### src/rtl/alu_defs_pkg.sv
// Shared ALU definitions: condition-code encoding and NZCV flag bit positions.
package alu_defs;

  typedef enum logic [3:0] {
    EQ = 4'b0000, NE = 4'b0001, CS = 4'b0010, CC = 4'b0011,
    MI = 4'b0100, PL = 4'b0101, VS = 4'b0110, VC = 4'b0111,
    HI = 4'b1000, LS = 4'b1001, GE = 4'b1010, LT = 4'b1011,
    GT = 4'b1100, LE = 4'b1101, AL = 4'b1110
  } cond_e;

  localparam int FLAG_N = 3;
  localparam int FLAG_Z = 2;
  localparam int FLAG_C = 1;
  localparam int FLAG_V = 0;

  localparam int FW_NZ = 1;
  localparam int FW_CV = 0;

endpackage

### src/rtl/cond_commit_stage_cond_check.sv
// Combinational condition-code evaluation of a 4-bit cond against NZCV flags.
module cond_check
  import alu_defs::*;
(
  input  logic [3:0] cond_i,
  input  logic [3:0] flags_i,
  output logic       cond_ex_o
);

  logic n, z, c, v;

  assign n = flags_i[FLAG_N];
  assign z = flags_i[FLAG_Z];
  assign c = flags_i[FLAG_C];
  assign v = flags_i[FLAG_V];

  always_comb begin
    cond_ex_o = 1'b1;
    case (cond_e'(cond_i))
      EQ: cond_ex_o = z;
      NE: cond_ex_o = !z;
      CS: cond_ex_o = c;
      CC: cond_ex_o = !c;
      MI: cond_ex_o = n;
      PL: cond_ex_o = !n;
      VS: cond_ex_o = v;
      VC: cond_ex_o = !v;
      HI: cond_ex_o = c & !z;
      LS: cond_ex_o = !c | z;
      GE: cond_ex_o = (n == v);
      LT: cond_ex_o = (n != v);
      GT: cond_ex_o = !z & (n == v);
      LE: cond_ex_o = z | (n != v);
      // AL and the unnamed 4'b1111 encoding both always execute.
      default: cond_ex_o = 1'b1;
    endcase
  end

endmodule

### src/rtl/cond_commit_stage.sv
// Post-ALU stage: NZCV register, condition gating of side effects, flag
// commit, and a 2-entry FIFO toward writeback with valid/ready on both sides.
module cond_commit_stage
  import alu_defs::*;
#(
  parameter int N      = 4,
  parameter int REG_AW = 4
) (
  input  logic              clk_i,
  input  logic              rst_ni,
  input  logic              in_valid_i,
  output logic              in_ready_o,
  input  logic [N-1:0]      result_i,
  input  logic [3:0]        alu_flags_i,
  input  logic [3:0]        cond_i,
  input  logic [1:0]        flag_w_i,
  input  logic              reg_write_i,
  input  logic              mem_write_i,
  input  logic              pc_src_i,
  input  logic [REG_AW-1:0] rd_i,
  output logic              out_valid_o,
  input  logic              out_ready_i,
  output logic [N-1:0]      result_o,
  output logic              reg_write_o,
  output logic              mem_write_o,
  output logic              pc_src_o,
  output logic [REG_AW-1:0] rd_o,
  output logic              cond_ex_o,
  output logic [3:0]        flags_o
);

  typedef struct packed {
    logic [N-1:0]      result;
    logic [REG_AW-1:0] rd;
    logic              cond_ex;
    logic              reg_write;
    logic              mem_write;
    logic              pc_src;
  } entry_t;

  // Handshake: a transfer happens on a rising edge where valid and ready are
  // both high; valid never depends combinationally on ready on either side.
  logic       accept, pop, cond_ex;
  logic [3:0] flags_d, flags_q;
  logic [1:0] count_d, count_q;
  logic       wr_ptr_d, wr_ptr_q, rd_ptr_d, rd_ptr_q;
  entry_t     mem_d [2];
  entry_t     mem_q [2];
  entry_t     head;

  cond_check u_cond_check (
    .cond_i    (cond_i),
    .flags_i   (flags_q),
    .cond_ex_o (cond_ex)
  );

  assign in_ready_o  = (count_q != 2'd2);
  assign out_valid_o = (count_q != 2'd0);
  assign accept      = in_valid_i & in_ready_o;
  assign pop         = out_valid_o & out_ready_i;

  always_comb begin
    flags_d = flags_q;
    if (accept && cond_ex) begin
      if (flag_w_i[FW_NZ]) begin
        flags_d[FLAG_N] = alu_flags_i[FLAG_N];
        flags_d[FLAG_Z] = alu_flags_i[FLAG_Z];
      end
      if (flag_w_i[FW_CV]) begin
        flags_d[FLAG_C] = alu_flags_i[FLAG_C];
        flags_d[FLAG_V] = alu_flags_i[FLAG_V];
      end
    end
  end

  always_comb begin
    mem_d    = mem_q;
    wr_ptr_d = wr_ptr_q;
    rd_ptr_d = rd_ptr_q;
    count_d  = count_q;
    if (accept) begin
      mem_d[wr_ptr_q].result    = result_i;
      mem_d[wr_ptr_q].rd        = rd_i;
      mem_d[wr_ptr_q].cond_ex   = cond_ex;
      mem_d[wr_ptr_q].reg_write = reg_write_i & cond_ex;
      mem_d[wr_ptr_q].mem_write = mem_write_i & cond_ex;
      mem_d[wr_ptr_q].pc_src    = pc_src_i & cond_ex;
      wr_ptr_d                  = ~wr_ptr_q;
    end
    if (pop) rd_ptr_d = ~rd_ptr_q;
    case ({accept, pop})
      2'b10:   count_d = count_q + 2'd1;
      2'b01:   count_d = count_q - 2'd1;
      default: count_d = count_q;
    endcase
  end

  always_ff @(posedge clk_i or negedge rst_ni) begin
    if (!rst_ni) begin
      flags_q  <= '0;
      count_q  <= '0;
      wr_ptr_q <= 1'b0;
      rd_ptr_q <= 1'b0;
      for (int i = 0; i < 2; i++) mem_q[i] <= '0;
    end else begin
      flags_q  <= flags_d;
      count_q  <= count_d;
      wr_ptr_q <= wr_ptr_d;
      rd_ptr_q <= rd_ptr_d;
      mem_q    <= mem_d;
    end
  end

  assign head        = mem_q[rd_ptr_q];
  assign result_o    = head.result;
  assign rd_o        = head.rd;
  assign cond_ex_o   = head.cond_ex;
  assign reg_write_o = head.reg_write;
  assign mem_write_o = head.mem_write;
  assign pc_src_o    = head.pc_src;
  assign flags_o     = flags_q;

endmodule

### config.mk
export PLATFORM = sky130hd
export DESIGN_NAME = cond_commit_stage
export DESIGN_NICKNAME = d
export VERILOG_FILES = /design/src/rtl/alu_defs_pkg.sv /design/src/rtl/cond_commit_stage_cond_check.sv /design/src/rtl/cond_commit_stage.sv
export SDC_FILE = /design/constraint.sdc
export NUM_CORES = 1
export LEC_CHECK = 0
export CELL_PAD_IN_SITES_DETAIL_PLACEMENT = 0
export CELL_PAD_IN_SITES_GLOBAL_PLACEMENT = 2
export CORE_AREA = 2 2 66 68
export DETAILED_ROUTE_END_ITERATION = 10
export DIE_AREA = 0 0 68 70
export DONT_BUFFER_PORTS = 1
export GPL_TIMING_DRIVEN = 0
export PLACE_DENSITY_LB_ADDON = 0.1
export SLEW_MARGIN = 20
export SYNTH_ARGS = -nofsm -noshare
export SYNTH_HDL_FRONTEND = slang
export SYNTH_SLANG_ARGS = --single-unit
### constraint.sdc
create_clock -name clk_i -period 4.2 [get_ports clk_i]
set_input_delay 0.42 -clock clk_i [delete_from_list [all_inputs] [get_ports clk_i]]
set_output_delay 0.42 -clock clk_i [all_outputs]
set_load 0.02 [all_outputs]
==> results.json, run 1 <==
{
  "status": "complete, no violations",
  "slew_headroom_pct": 56.5,
  "clk_pin_slew_worst_paths_ns": 0.06,
  "setup_violations": 0,
  "fin_skew_ns": 0.00366,
  "routed_wl_um": 3290,
  "critPathLaunchType": "flop",
  "critPathArrivalTime_ns": 1.85,
  "synth_area_um2": 1600,
  "clock_latency_ns": 0.27,
  "synth_seq_cells": 32,
  "synth_fp_nets": 181,
  "chipWidth_um": 68,
  "ant_nets": 0,
  "track_usage_pct": 15.6,
  "num-nets-final": 190,
  "reg2reg_slack_ns": 2.11,
  "total_power_mw": 1.46,
  "path_delay_family": "buffers and inverters",
  "drv_slew": 0,
  "avgSynthCellArea_um2": 10.3,
  "grt_antenna_before_repair": 0,
  "synth_compound_area_share_pct": 9.86,
  "synth_mux_area_share_pct": 15.4,
  "crit_fanout": 10,
  "pin_count": 43,
  "gp_congestion": 0.636,
  "p_leak_nw": 0.788,
  "clock-sinks": 32,
  "worstPathCellList": "clkbuf_1 -> buf_1 -> mux2_2",
  "yosys.area_share.simple_pct": 15.2,
  "tightest_slew_ns": 0.646,
  "yosysTopAreaCell": "dfrtp_1",
  "fillers": 404,
  "path_buf_inv": 2,
  "syn_to_final_growth_pct": 12.0,
  "cts-resized-gates": 0,
  "die_area_um2": 4760,
  "dp_hpwl_um": 2380,
  "worstPathRequired_ns": 3.78,
  "port_buffers": 0,
  "setup_tns_ns": 0,
  "rsz0062_at_grt": "false",
  "synth_top_area_share_pct": 50.1,
  "yosysWarnings": 0,
  "cts_max_level": 2,
  "ys_seq_area_share_pct": 50.1,
  "rows": 24,
  "n_antenna_cell": 0,
  "reg2reg_from": "count_q[0]",
  "ir_worst_vdd_mv": 0.294,
  "synth_top_family_by_area": "multiplexers",
  "wl_per_cell_um": 15.2,
  "max_cap_violations": 0,
  "min_path_cells": 2,
  "timing.final.crit_share_pct": 54.0,
  "holdBufCountCts": 2,
  "synthAdderAreaFrac_pct": 0.782,
  "grt_max_degree": 33,
  "ff2ff_path_depth": 6,
  "clockBufferDepth": 2,
  "drc_errors": 0,
  "drive_gt1_share_pct": 21.3,
  "coreArea_um2": 4140,
  "netlist_instances": 155,
  "critPathSlowestCell": "mux2_2",
  "min_from": "result_i[2]",
  "cts_tree": "yes",
  "r2r-end": "mem_q[21]",
  "numCtsBuffers": 5,
  "cts_root_buffer": "clkbuf_8",
  "yosys-top-cells-area": "dfrtp_1, mux2_2, nand2_1, mux2_1, xnor2_1",
  "hp-class": "primary input to flop",
  "detail_route.iter0.violations": 126,
  "timing.fmax_ghz": 0.441,
  "hold_viol_final": 0,
  "cpPeakStageDelay_ns": 0.46,
  "viasPerCell": 5.14,
  "min_period_ns": 2.27,
  "drtPass1Iterations": 4,
  "initial_core_util_pct": 38.6,
  "grt_pass1_vias": 1139,
  "cp-end-kind": "primary output",
  "synth-xor-area-share_pct": 4.38,
  "grt_overflow": 0,
  "post_cts_buffers": 0,
  "p_per_area_nw_per_um2": 814,
  "die_h_um": 70,
  "grt_pass1_wl_um": 5550,
  "hold-path-endpoint": "mem_q[10]",
  "worst-setup-path-type": "flop to primary output",
  "vias": 1110,
  "synth.distinct_cells": 35
}
-- cell families after synthesis --
logic type,Yosys count
and+or+nand+nor,55
DFF,32
AOI/OAI and AO/OA,23
muxes,22
buffers and inverters,14
xor gates and xnor gates,8
adders and majority gates,1
-- placed cells by master, fill, tap and decap left out, drive strengths merged, types with 5 or more instances in the layout --
master / synthesis / layout
o21ai: 7 / 7
buf: 5 / 6
nand2: 42 / 42
dfrtp: 32 / 32
clkbuf: 3 / 10
mux2: 21 / 21
xnor2: 5 / 5
inv: 6 / 6
-- flip-flops by register name, summed over array words and instances (netlist names) --
register	count
rd_ptr_q	1
mem_q	24
wr_ptr_q	1
flags_o	4
count_q	2
-- cell usage after synthesis --
master    number
dfrtp_1       32
o22ai_1        3
a21o_2         1
o21ai_1        1
nor3b_1        2
o311ai_2       1
nor2_1         2
a21oi_1        3
clkbuf_1       3
o21ai_0        6
o32a_1         2
a211oi_1       1
mux2_2        17
buf_4          2
buf_1          1
inv_1          6
and2_4         1
nand2_1       42
nor2_2         1
nand2b_1       1
buf_2          1
o31ai_1        1
mux2_1         4
ha_1           1
nor4b_1        1
a31oi_1        3
buf_6          1
a32o_1         1
and3_2         1
and3_1         1
xor2_1         3
and2_1         2
xnor2_1        5
mux2i_1        1
or2_2          1
-- cell type report --
class                           count  area [µm²]  area share (%)
Inverter                            6        22.5            1.26
Multi-Input combinational cell    109         729            40.7
Sequential cell                    32         801            44.7
Buffer                              8        46.3            2.59
Timing Repair Buffer                2        30.0            1.68
Tap cell                           52        65.1            3.63
Clock buffer                        7        96.3            5.38
-- worst max path at each step --
stage / from / to / slack [ns] / depth (start not counted)
floorplan: flags_o[0] / flags_o[0] / 2.34 / 5
global placement: count_q[0] / mem_q[21] / 2.11 / 6
detailed placement: count_q[0] / mem_q[21] / 2.07 / 6
CTS: rd_ptr_q / cond_ex_o / 1.87 / 3
global route: rd_ptr_q / result_o[0] / 1.75 / 3
finish: rd_ptr_q / cond_ex_o / 1.93 / 3
-- worst register-to-register path: cells and delay by family, from the launching register on --
kind / cells / cell delay [ns]
muxes: 1 / 0.35
buffers and inverters: 2 / 0.37
DFF: 1 / 0.40
and+or+nand+nor: 3 / 0.86
-- stage by stage --
step | hold slack [ns] | instance area, µm² | std cells | setup WS [ns] | util [%]
floorplan | 0.124 | 1600 | 155 | 2.34 | -
global placement | 0.126 | 1660 | 207 | 2.11 | 40.2
detailed placement | 0.126 | 1660 | 207 | 2.07 | 40.2
CTS | 0.242 | 1790 | 216 | 1.87 | 43.2
global route | 0.244 | 1790 | 216 | 1.75 | 43.2
finish | 0.254 | 1790 | 216 | 1.93 | 43.2
-- metal layers --
layer	routed length, µm	up-vias	GRT usage [%]
met5	0	-	0
met4	28	0	4.00
met2	1610	29	23.3
met1	1450	534	21.3
li1	-	542	-
met3	199	5	5.64
-- power breakdown --
group          switching, mW  leakage, nW  internal (mW)
logic                  0.369        0.348          0.255
registers              0.127        0.390          0.460
clock network          0.101       0.0503          0.146
(Power assumes the default switching activity.)
==> inputs of run 2 (changes only) <==
CORE_AREA = 2 2 68 70   (was 2 2 66 68)
DIE_AREA = 0 0 70 72   (was 0 0 68 70)
clock period = 2.1 ns   (was 4.2 ns; I/O delays follow)
==> results.json, run 2 (synthesis results as in run 1) <==
{
  "crit_fanout": 6,
  "numCtsBuffers": 5,
  "pin_count": 43,
  "final_cells": 217,
  "timing.fmax_ghz": 0.507,
  "drv_slew": 0,
  "hp-class": "primary input to flop",
  "grt_max_degree": 33,
  "grt_antenna_before_repair": 0,
  "ir_worst_vdd_mv": 0.541,
  "fillers": 418,
  "dp_hpwl_um": 2380,
  "track_usage_pct": 14.7,
  "clk_pin_slew_worst_paths_ns": 0.07,
  "p_leak_nw": 0.785,
  "rsz0062_at_grt": "false",
  "clockBufferDepth": 2,
  "post_cts_buffers": 0,
  "status": "complete, no violations",
  "final_common_cell": "nand2_1",
  "regMostFlops": "mem_q",
  "grt_pass1_wl_um": 5800,
  "layout_common_cells": "nand2_1, dfrtp_1, mux2_2",
  "cts_root_buffer": "clkbuf_8",
  "grt_pass1_vias": 1186,
  "rows": 24,
  "critPathLaunchType": "flop",
  "cts_max_level": 2,
  "max_cap_violations": 0,
  "die_area_um2": 5040,
  "critPathArrivalTime_ns": 2.13,
  "fin_ws_ns": 0.129,
  "clock-sinks": 32,
  "fin_skew_ns": 0.00526,
  "grt_overflow": 0,
  "path_delay_family": "compound AO/OA/AOI/OAI gates",
  "drc_errors": 0,
  "cts_tree": "yes",
  "setup_violations": 0,
  "wl_per_cell_um": 15.5,
  "detail_route.iter0.violations": 64,
  "finalHoldWorstSlack_ns": 0.0350,
  "die_h_um": 72,
  "drtPass1Iterations": 4,
  "clock_latency_ns": 0.28,
  "routed_wl_um": 3360,
  "critPathSlowestCell": "dfrtp_2",
  "viasPerCell": 5.13,
  "dp_slack_ns": -0.0530,
  "path_buf_inv": 0,
  "worst-setup-path-type": "flop to flop",
  "n_antenna_cell": 0,
  "worstPathRequired_ns": 2.26,
  "coreArea_um2": 4260,
  "cpPeakStageDelay_ns": 0.49,
  "cp-end-kind": "flop",
  "worstPathCellList": "xor2_1 -> a32o_1 -> o311ai_2 -> a31oi_1 -> mux2_1",
  "ant_nets": 0,
  "tightest_slew_ns": 0.661,
  "drive_gt1_share_pct": 23.6,
  "timing.final.crit_share_pct": 93.9,
  "hold_viol_final": 0,
  "slew_headroom_pct": 55.4,
  "dpl-instance-area_um2": 1660,
  "num-nets-final": 190,
  "min_period_ns": 1.97,
  "p_per_area_nw_per_um2": 1630,
  "initial_core_util_pct": 37.5,
  "syn_to_final_growth_pct": 12.7,
  "port_buffers": 0,
  "gp_congestion": 0.788,
  "placedCellCount": 207,
  "largest_reg_flops": 24,
  "final_area_um2": 1800,
  "chipWidth_um": 70,
  "vias": 1114,
  "setup_tns_ns": 0
}
run 2: changes by cell type in the layout (fill, tap and decap cells not counted), sizes merged:
cell,change
clkbuf,+1
run 2: cell type report:
cell class,instances,area (µm²),area share [%]
Buffer,8,47.5,2.64
Clock buffer,8,90.1,5.00
Inverter,6,22.5,1.25
Multi-Input combinational cell,109,743,41.2
Sequential cell,32,803,44.6
Tap cell,52,65.1,3.61
Timing Repair Buffer,2,30.0,1.67
run 2: per-stage QoR:
step	power, mW	util [%]
floorplan	2.20	-
global placement	2.40	39.0
detailed placement	2.44	39.0
CTS	2.97	42.0
global route	3.18	42.3
finish	2.94	42.3
run 2: routing by layer:
layer | wire, µm | GRT usage, % | vias up
met1 | 1560 | 19.3 | 539
met2 | 1590 | 23.1 | 26
met4 | 33 | 4.49 | 0
li1 | - | - | 544
met5 | 0 | 0 | -
met3 | 182 | 5.28 | 5
run 2: power by group:
group          total, mW  switching, mW  internal, mW
clock              0.482          0.215         0.267
combinational       1.27          0.748         0.520
sequential          1.19          0.262         0.925
run 2: path summary, 6_finish.rpt:
kind | startpoint | to | slack [ns] | depth (start not counted)
worst min register to register | mem_q[5] | mem_q[5] | 0.47 | 2
worst max register to register | flags_o[0] | flags_o[0] | 0.13 | 5
worst max-delay path | flags_o[0] | flags_o[0] | 0.13 | 5
max in group asynchronous | rst_ni | flags_o[3] | 1.55 | 2
worst min-delay path | rd_i[1] | mem_q[5] | 0.04 | 2
min in group asynchronous | rst_ni | mem_q[13] | 0.37 | 2
run 2: repair_timing:
item                                    4_1_cts  5_1_grt
endpoints found under the setup margin        5        7
hold buffers                                  2        0
endpoints found under the hold margin        32        0
resized for setup                             2        4
